**src/rtl/p405s_dcu_bist_pkg.sv**
```systemverilog
// Shared types for the DCU data-array BIST initiator: FSM states, March C-
// element encoding, per-element operation table and an op-decode helper.
package p405s_dcu_bist_pkg;

   typedef enum logic [2:0] {
      ST_IDLE  = 3'd0,
      ST_SETUP = 3'd1,
      ST_RUN   = 3'd2,
      ST_DRAIN = 3'd3,
      ST_DONE  = 3'd4
   } bistState_e;

   typedef enum logic [2:0] {
      E0 = 3'd0,
      E1 = 3'd1,
      E2 = 3'd2,
      E3 = 3'd3,
      E4 = 3'd4,
      E5 = 3'd5
   } marchElem_e;

   typedef enum logic {
      OP_RD = 1'b0,
      OP_WR = 1'b1
   } marchOp_e;

   // down: address sweep direction; twoOp: read-then-write at each address;
   // firstOp: op of single-op elements (and the read of two-op elements);
   // rdPol/wrPol: 0 = background, 1 = inverted background.
   typedef struct packed {
      logic     down;
      logic     twoOp;
      marchOp_e firstOp;
      logic     rdPol;
      logic     wrPol;
   } elemCfg_t;

   // March C-: E0 up(w0) E1 up(r0,w1) E2 up(r1,w0) E3 dn(r0,w1) E4 dn(r1,w0) E5 up(r0).
   // Two trailing entries pad the table to the full 3-bit index range.
   localparam elemCfg_t ELEM_TABLE [8] = '{
      '{1'b0, 1'b0, OP_WR, 1'b0, 1'b0},
      '{1'b0, 1'b1, OP_RD, 1'b0, 1'b1},
      '{1'b0, 1'b1, OP_RD, 1'b1, 1'b0},
      '{1'b1, 1'b1, OP_RD, 1'b0, 1'b1},
      '{1'b1, 1'b1, OP_RD, 1'b1, 1'b0},
      '{1'b0, 1'b0, OP_RD, 1'b0, 1'b0},
      '{1'b0, 1'b0, OP_RD, 1'b0, 1'b0},
      '{1'b0, 1'b0, OP_RD, 1'b0, 1'b0}
   };

   // Operation performed by element e in phase 0 (first op) or 1 (second op).
   function automatic marchOp_e opAt(input marchElem_e e, input logic phase);
      return (ELEM_TABLE[e].twoOp && phase) ? OP_WR : ELEM_TABLE[e].firstOp;
   endfunction

endpackage

```
**src/rtl/p405s_dcu_bist_cmp.sv**
```systemverilog
// Expected-data pipe and read-data compare for one memory of the data array.
// Ports:
//   CB, reset   clock / synchronous active-high reset
//   rdIssue     a read is presented to the memory this cycle
//   expData     data that read should return
//   rdData      memory read data (valid the cycle after the read)
//   mismatch_c  combinational miscompare for the read issued last cycle
module p405s_dcu_bist_cmp
   import p405s_dcu_bist_pkg::*;
#(
   parameter int unsigned DW = 128
) (
   input  logic          CB,
   input  logic          reset,
   input  logic          rdIssue,
   input  logic [DW-1:0] expData,
   input  logic [DW-1:0] rdData,
   output logic          mismatch_c
);

   logic          validQ;
   logic [DW-1:0] expQ;

   // Hold the expectation for one cycle to line up with the memory latency.
   always_ff @(posedge CB) begin
      if (reset) begin
         validQ <= 1'b0;
         expQ   <= '0;
      end else begin
         validQ <= rdIssue;
         if (rdIssue) begin
            expQ <= expData;
         end
      end
   end

   assign mismatch_c = validQ && (rdData != expQ);

endmodule

```
**src/rtl/p405s_dcu_dataarray_bistctl.sv**
```systemverilog
// March C- BIST initiator for the 16K DCU data array. Drives the two 128b data
// RAMs (m0/m1) and the 32b parity RAM (m2) in lock-step, checks every read one
// cycle later and reports pass/fail with first-failure capture.
// Ports:
//   CB, reset              clock / synchronous active-high reset
//   bist_start             level request, honoured in IDLE and DONE only
//   bist_done/bist_fail    completion and sticky miscompare flags
//   bist_fail_mem/addr/elem first failure: one-hot {m2,m1,m0}, address, element
//   bist_mode              steers the array onto the BIST path
//   bist_ce_n/we_n/addr/wr_data_m*  memory controls (active-low enables)
//   bist_rd_data_m*        memory read data, valid one cycle after a read
module p405s_dcu_dataarray_bistctl
   import p405s_dcu_bist_pkg::*;
#(
   parameter int unsigned        ADDR_W  = 9,
   parameter int unsigned        DW_DATA = 128,
   parameter int unsigned        DW_PAR  = 32,
   parameter logic [DW_DATA-1:0] BG      = '0
) (
   input  logic               CB,
   input  logic               reset,
   input  logic               bist_start,
   output logic               bist_done,
   output logic               bist_fail,
   output logic [2:0]         bist_fail_mem,
   output logic [ADDR_W-1:0]  bist_fail_addr,
   output logic [2:0]         bist_fail_elem,
   output logic               bist_mode,
   output logic               bist_ce_n_m0,
   output logic               bist_ce_n_m1,
   output logic               bist_ce_n_m2,
   output logic               bist_we_n_m0,
   output logic               bist_we_n_m1,
   output logic               bist_we_n_m2,
   output logic [ADDR_W-1:0]  bist_addr_m0,
   output logic [ADDR_W-1:0]  bist_addr_m1,
   output logic [ADDR_W-1:0]  bist_addr_m2,
   output logic [DW_DATA-1:0] bist_wr_data_m0,
   output logic [DW_DATA-1:0] bist_wr_data_m1,
   output logic [DW_PAR-1:0]  bist_wr_data_m2,
   input  logic [DW_DATA-1:0] bist_rd_data_m0,
   input  logic [DW_DATA-1:0] bist_rd_data_m1,
   input  logic [DW_PAR-1:0]  bist_rd_data_m2
);

   localparam logic [ADDR_W-1:0] ADDR_MAX = '1;

   bistState_e          stateQ, stateD;
   marchElem_e          elemQ, elemD, nxtElem;
   logic [ADDR_W-1:0]   addrQ, addrD;
   logic                phaseQ, phaseD;
   logic                opLoad, clrRes;

   logic                modeQ, modeD;
   logic                doneQ, doneD;
   logic                ceNQ, ceND;
   logic                weNQ, weND;
   logic [ADDR_W-1:0]   addrOutQ, addrOutD;
   logic [DW_DATA-1:0]  wrDataQ, wrDataD;

   logic                rdIssue;
   logic [DW_DATA-1:0]  expData;
   logic [ADDR_W-1:0]   cmpAddrQ;
   marchElem_e          cmpElemQ;
   logic [2:0]          mism;

   logic                failQ;
   logic [2:0]          failMemQ;
   logic [ADDR_W-1:0]   failAddrQ;
   marchElem_e          failElemQ;

   // State, march position and registered memory controls.
   always_ff @(posedge CB) begin
      if (reset) begin
         stateQ   <= ST_IDLE;
         elemQ    <= E0;
         addrQ    <= '0;
         phaseQ   <= 1'b0;
         modeQ    <= 1'b0;
         doneQ    <= 1'b0;
         ceNQ     <= 1'b1;
         weNQ     <= 1'b1;
         addrOutQ <= '0;
         wrDataQ  <= '0;
      end else begin
         stateQ   <= stateD;
         elemQ    <= elemD;
         addrQ    <= addrD;
         phaseQ   <= phaseD;
         modeQ    <= modeD;
         doneQ    <= doneD;
         ceNQ     <= ceND;
         weNQ     <= weND;
         addrOutQ <= addrOutD;
         wrDataQ  <= wrDataD;
      end
   end

   // Next-state, march sequencing and next memory-control values.
   always_comb begin
      stateD   = stateQ;
      elemD    = elemQ;
      addrD    = addrQ;
      phaseD   = phaseQ;
      opLoad   = 1'b0;
      clrRes   = 1'b0;
      modeD    = 1'b0;
      doneD    = 1'b0;
      ceND     = 1'b1;
      weND     = 1'b1;
      addrOutD = '0;
      wrDataD  = '0;
      nxtElem  = (elemQ == E5) ? E5 : marchElem_e'(elemQ + 3'd1);

      case (stateQ)
         ST_IDLE, ST_DONE: begin
            if (bist_start) begin
               stateD = ST_SETUP;
               clrRes = 1'b1;
            end
         end
         ST_SETUP: begin
            stateD = ST_RUN;
            elemD  = E0;
            addrD  = '0;
            phaseD = 1'b0;
            opLoad = 1'b1;
         end
         ST_RUN: begin
            if (ELEM_TABLE[elemQ].twoOp && !phaseQ) begin
               phaseD = 1'b1;
               opLoad = 1'b1;
            end else begin
               phaseD = 1'b0;
               if (ELEM_TABLE[elemQ].down ? (addrQ == '0) : (addrQ == ADDR_MAX)) begin
                  // Terminal address: move to the next element with no bubble.
                  if (elemQ == E5) begin
                     stateD = ST_DRAIN;
                  end else begin
                     elemD  = nxtElem;
                     addrD  = ELEM_TABLE[nxtElem].down ? ADDR_MAX : '0;
                     opLoad = 1'b1;
                  end
               end else begin
                  addrD  = ELEM_TABLE[elemQ].down ? (addrQ - ADDR_W'(1)) : (addrQ + ADDR_W'(1));
                  opLoad = 1'b1;
               end
            end
         end
         ST_DRAIN: stateD = ST_DONE;
         default:  stateD = ST_IDLE;
      endcase

      modeD = (stateD == ST_SETUP) || (stateD == ST_RUN) || (stateD == ST_DRAIN);
      doneD = (stateD == ST_DONE);

      if (opLoad) begin
         ceND     = 1'b0;
         addrOutD = addrD;
         if (opAt(elemD, phaseD) == OP_WR) begin
            weND    = 1'b0;
            wrDataD = ELEM_TABLE[elemD].wrPol ? ~BG : BG;
         end
      end
   end

   // The op on the outputs this cycle is described by elemQ/addrQ/phaseQ.
   assign rdIssue = !ceNQ && weNQ;
   assign expData = ELEM_TABLE[elemQ].rdPol ? ~BG : BG;

   // Address/element of the read whose data is being compared.
   always_ff @(posedge CB) begin
      if (reset) begin
         cmpAddrQ <= '0;
         cmpElemQ <= E0;
      end else if (rdIssue) begin
         cmpAddrQ <= addrQ;
         cmpElemQ <= elemQ;
      end
   end

   p405s_dcu_bist_cmp #(.DW(DW_DATA)) uCmpM0 (
      .CB         (CB),
      .reset      (reset),
      .rdIssue    (rdIssue),
      .expData    (expData),
      .rdData     (bist_rd_data_m0),
      .mismatch_c (mism[0])
   );

   p405s_dcu_bist_cmp #(.DW(DW_DATA)) uCmpM1 (
      .CB         (CB),
      .reset      (reset),
      .rdIssue    (rdIssue),
      .expData    (expData),
      .rdData     (bist_rd_data_m1),
      .mismatch_c (mism[1])
   );

   p405s_dcu_bist_cmp #(.DW(DW_PAR)) uCmpM2 (
      .CB         (CB),
      .reset      (reset),
      .rdIssue    (rdIssue),
      .expData    (expData[DW_PAR-1:0]),
      .rdData     (bist_rd_data_m2),
      .mismatch_c (mism[2])
   );

   // Sticky fail flag; only the first miscompare records its details.
   always_ff @(posedge CB) begin
      if (reset || clrRes) begin
         failQ     <= 1'b0;
         failMemQ  <= '0;
         failAddrQ <= '0;
         failElemQ <= E0;
      end else if (|mism) begin
         failQ <= 1'b1;
         if (!failQ) begin
            failMemQ  <= mism;
            failAddrQ <= cmpAddrQ;
            failElemQ <= cmpElemQ;
         end
      end
   end

   assign bist_done       = doneQ;
   assign bist_fail       = failQ;
   assign bist_fail_mem   = failMemQ;
   assign bist_fail_addr  = failAddrQ;
   assign bist_fail_elem  = failElemQ;
   assign bist_mode       = modeQ;
   assign bist_ce_n_m0    = ceNQ;
   assign bist_ce_n_m1    = ceNQ;
   assign bist_ce_n_m2    = ceNQ;
   assign bist_we_n_m0    = weNQ;
   assign bist_we_n_m1    = weNQ;
   assign bist_we_n_m2    = weNQ;
   assign bist_addr_m0    = addrOutQ;
   assign bist_addr_m1    = addrOutQ;
   assign bist_addr_m2    = addrOutQ;
   assign bist_wr_data_m0 = wrDataQ;
   assign bist_wr_data_m1 = wrDataQ;
   assign bist_wr_data_m2 = wrDataQ[DW_PAR-1:0];

endmodule

```
**config.mk**
```make
export PLATFORM = sky130hd
export DESIGN_NAME = p405s_dcu_dataarray_bistctl
export DESIGN_NICKNAME = d
export VERILOG_FILES = /design/src/rtl/p405s_dcu_bist_pkg.sv /design/src/rtl/p405s_dcu_bist_cmp.sv /design/src/rtl/p405s_dcu_dataarray_bistctl.sv
export SDC_FILE = /design/constraint.sdc
export NUM_CORES = 1
export LEC_CHECK = 0
export ABC_AREA = 0
export CORE_AREA = 2 2 245 247
export DETAILED_ROUTE_END_ITERATION = 6
export DIE_AREA = 0 0 247 249
export GPL_ROUTABILITY_DRIVEN = 0
export SLEW_MARGIN = 20
export SYNTH_ARGS = -nofsm -noshare
export SYNTH_HDL_FRONTEND = slang
export SYNTH_SLANG_ARGS = --single-unit
```
**constraint.sdc**
```tcl
create_clock -name CB -period 19.8 [get_ports CB]
set_input_delay 5.94 -clock CB [delete_from_list [all_inputs] [get_ports CB]]
set_output_delay 5.94 -clock CB [all_outputs]
set_load 0.1 [all_outputs]
```
==> impl_metrics.json <==
{
  "finalSetupTns_ps": 0,
  "ys_ff_latch": 60,
  "critPathRequiredTime_ps": 13860,
  "rsz0062_at_grt": "false",
  "regArea_um2": 1210,
  "drive_gt1_share_pct": 3.55,
  "synth_warnings": 0,
  "dr.pass1.iters": 4,
  "rows": 89,
  "setup_viol": 0,
  "max_slew.worst_pin.slew_ps": 1020,
  "path_class": "reg -> out",
  "endpoint_kind": "output pin",
  "avgSynthCellArea_um2": 7.40,
  "synthToLayoutAreaGrowth_pct": 72.3,
  "grt_pass1_wl_mm": 41.8,
  "crit_path_max_fanout": 177,
  "pin_count": 630,
  "post-route-min-period_ps": 9510,
  "synth_cells": 955,
  "grt_usage_pct": 8.61,
  "fin_crit_sh_pct": 48.0,
  "cts_tree": "yes",
  "antenna_found_initial": 0,
  "worst_setup_path_start_kind": "flip-flop",
  "final_max_slew_viol_count": 0,
  "routed_wl_mm": 30.3,
  "fmax_ghz": 0.105,
  "vdd.ir_drop.worst_mv": 0.0426,
  "grt_overflow": 0,
  "fill_cells": 6484,
  "dp_hpwl_mm": 25.1,
  "clk_pin_slew_worst_paths_ps": 50,
  "clock-sinks": 60,
  "p_leak_uw": 0.00390,
  "diodes": 0,
  "fp.dieH_um": 249,
  "io_buffers": 629,
  "fp.coreArea_um2": 58700,
  "initial_utilization_pct": 12.0,
  "via_per_inst": 3.74,
  "synth_area_um2": 7060,
  "cts_made_buffers": 9,
  "relSlewSlack_pct": 31.5,
  "vias": 7637,
  "whs_ps": 451,
  "ys_seq_area_share_pct": 17.0,
  "p_per_area_nw_per_um2": 31.2,
  "finalHoldViolCount": 0,
  "ant_nets": 0,
  "nets": 1561,
  "h-tree-depth": 3,
  "cts_root_buf": "clkbuf_16",
  "clk_latency_ps": 340,
  "wl_per_cell_um": 14.9,
  "ctsResizeCount": 0,
  "cts-hold-fix-buffers": 0,
  "clock_tree.buffer_depth": 2,
  "synthesis.nets": 1254,
  "dieArea_um2": 61500,
  "drc": 0,
  "status": "finished clean",
  "die_x_um": 247,
  "hp-class": "reg -> reg",
  "grt_max_degree": 178,
  "multi_input_area_um2": 3370,
  "grt_pass1_vias": 7305,
  "critical_path_arrival_ps": 3570,
  "fin_skew_ps": 7.28,
  "synthDistinctLibCells": 51,
  "cap_violations": 0,
  "post_cts_buffers": 0,
  "dr.first_iter.drc_count": 351
}
flip-flops by register name, indices dropped and copies added (netlist names), 3 cells and up:
signal          cells
addrQ               9
bist_addr_m0        9
bist_fail_addr      9
bist_fail_elem      3
bist_fail_mem       3
cmpAddrQ            9
cmpElemQ            3
elemQ               3
stateQ              3
worst paths after layout:
check                             startpoint                  endpoint  slack [ps]  cells after the start
max reg2reg     uCmpM2.expQ[30]$_SDFFE_PP0P_    bist_fail$_SDFFE_PP0N_       16320                      8
max          bist_wr_data_m0[126]$_SDFF_PP0_       bist_wr_data_m1[85]       10290                      2
min reg2reg         cmpAddrQ[6]$_SDFFE_PP0P_  cmpAddrQ[6]$_SDFFE_PP0P_         450                      2
min                 cmpAddrQ[6]$_SDFFE_PP0P_  cmpAddrQ[6]$_SDFFE_PP0P_         450                      2
synth_stat cells (all sizes together):
| library cell | number | area [um^2] |
|---|---|---|
| buf | 320 | 2410 |
| nand2 | 76 | 285 |
| dfxtp | 60 | 1200 |
| nand3 | 53 | 265 |
| nor2 | 46 | 173 |
| nor3 | 44 | 220 |
| nor4 | 42 | 373 |
| or3 | 40 | 250 |
| nand4 | 39 | 259 |
| or4 | 36 | 270 |
| a21oi | 33 | 169 |
| o22ai | 19 | 119 |
| clkbuf | 17 | 63.8 |
| o21ai | 17 | 85.1 |
| and3 | 14 | 87.6 |
| a211o | 12 | 105 |
| a32o | 12 | 120 |
| ha | 7 | 87.6 |
| nor2b | 7 | 43.8 |
| a22oi | 6 | 45.0 |
| nand2b | 6 | 37.5 |
| o21a | 6 | 45.0 |
| inv | 5 | 18.8 |
| xnor2 | 5 | 43.8 |
| or2 | 4 | 25.0 |
| a21o | 3 | 22.5 |
| nand3b | 3 | 22.5 |
| o211ai | 3 | 22.5 |
| a211oi | 2 | 15.0 |
| a31o | 2 | 17.5 |
| and2 | 2 | 12.5 |
| o2111a | 2 | 22.5 |
| a2111oi | 1 | 8.76 |
| a21bo | 1 | 10.0 |
| a22o | 1 | 8.76 |
| a31oi | 1 | 6.26 |
| a32oi | 1 | 8.76 |
| and3b | 1 | 8.76 |
| fa | 1 | 20.0 |
| mux2 | 1 | 11.3 |
| nor3b | 1 | 7.51 |
| o2111ai | 1 | 8.76 |
| o311a | 1 | 10.0 |
| o31ai | 1 | 12.5 |
layout by cell type (no fill, tap or decap), types with 9 or more instances in the layout:
cell	count
a21oi_1	31
clkbuf_16	9
a32o_1	12
nor3_1	44
nand3_1	53
nor4_1	30
or3_1	40
nand2_1	76
or4_1	36
dfxtp_1	58
o21ai_0	15
nor2_1	46
and3_1	14
o22ai_1	19
nand4_1	38
a211o_1	12
clkdlybuf4s50_1	628
final cells by class:
class	count	share of cell area (%)
timing repair buffer	633	52.0
multi-input combinational	553	27.7
sequential	60	9.91
tap	773	7.94
clock buffer	11	1.91
clock inverter	5	0.432
inverter	5	0.154
worst max-delay path, cell delays in order (launching register included):
cell and delay (ps):
dfxtp_4 940, buf_6 820, clkdlybuf4s50_1 1300
metrics by stage:
stage	power, uW	instance area, um^2	cells	setup slack [ps]	utilization [%]
after floorplan	157	7060	955	7370	-
after global placement	228	11900	2024	10480	20.3
after detailed placement	230	11900	2024	10550	20.3
after CTS	383	12200	2040	10250	20.7
after global routing	395	12200	2040	10030	20.7
final	380	12200	2040	10290	20.7
routing by layer:
metal / global-route usage, % / wire [um] / vias up / share of wire (%)
li1: - / - / 3773 / -
met5: 0 / 0 / - / 0
met4: 2.79 / 855 / 0 / 2.8
met1: 8.70 / 11100 / 3475 / 37
met3: 1.87 / 2520 / 44 / 8.3
met2: 17.1 / 15800 / 345 / 52
cell families (layout without fill, tap and decap cells):
family,Yosys count,count (layout),share of synthesized area (%)
compound gates,125,125,12.2
xor+xnor,5,5,0.620
fa+ha+maj,8,8,1.52
buf+inv,342,654,35.4
flops,60,60,17.0
mux,1,1,0.159
simple gates,414,414,33.1
report_power, final:
part           switching [uW]  internal (uW)  leakage (uW)  total (uW)
clock                    54.4           96.6      0.000139         151
sequential               1.95            122      0.000486         124
combinational            43.8           60.7       0.00327         105
total                     100            280       0.00390         380
(Power assumes the default switching activity.)
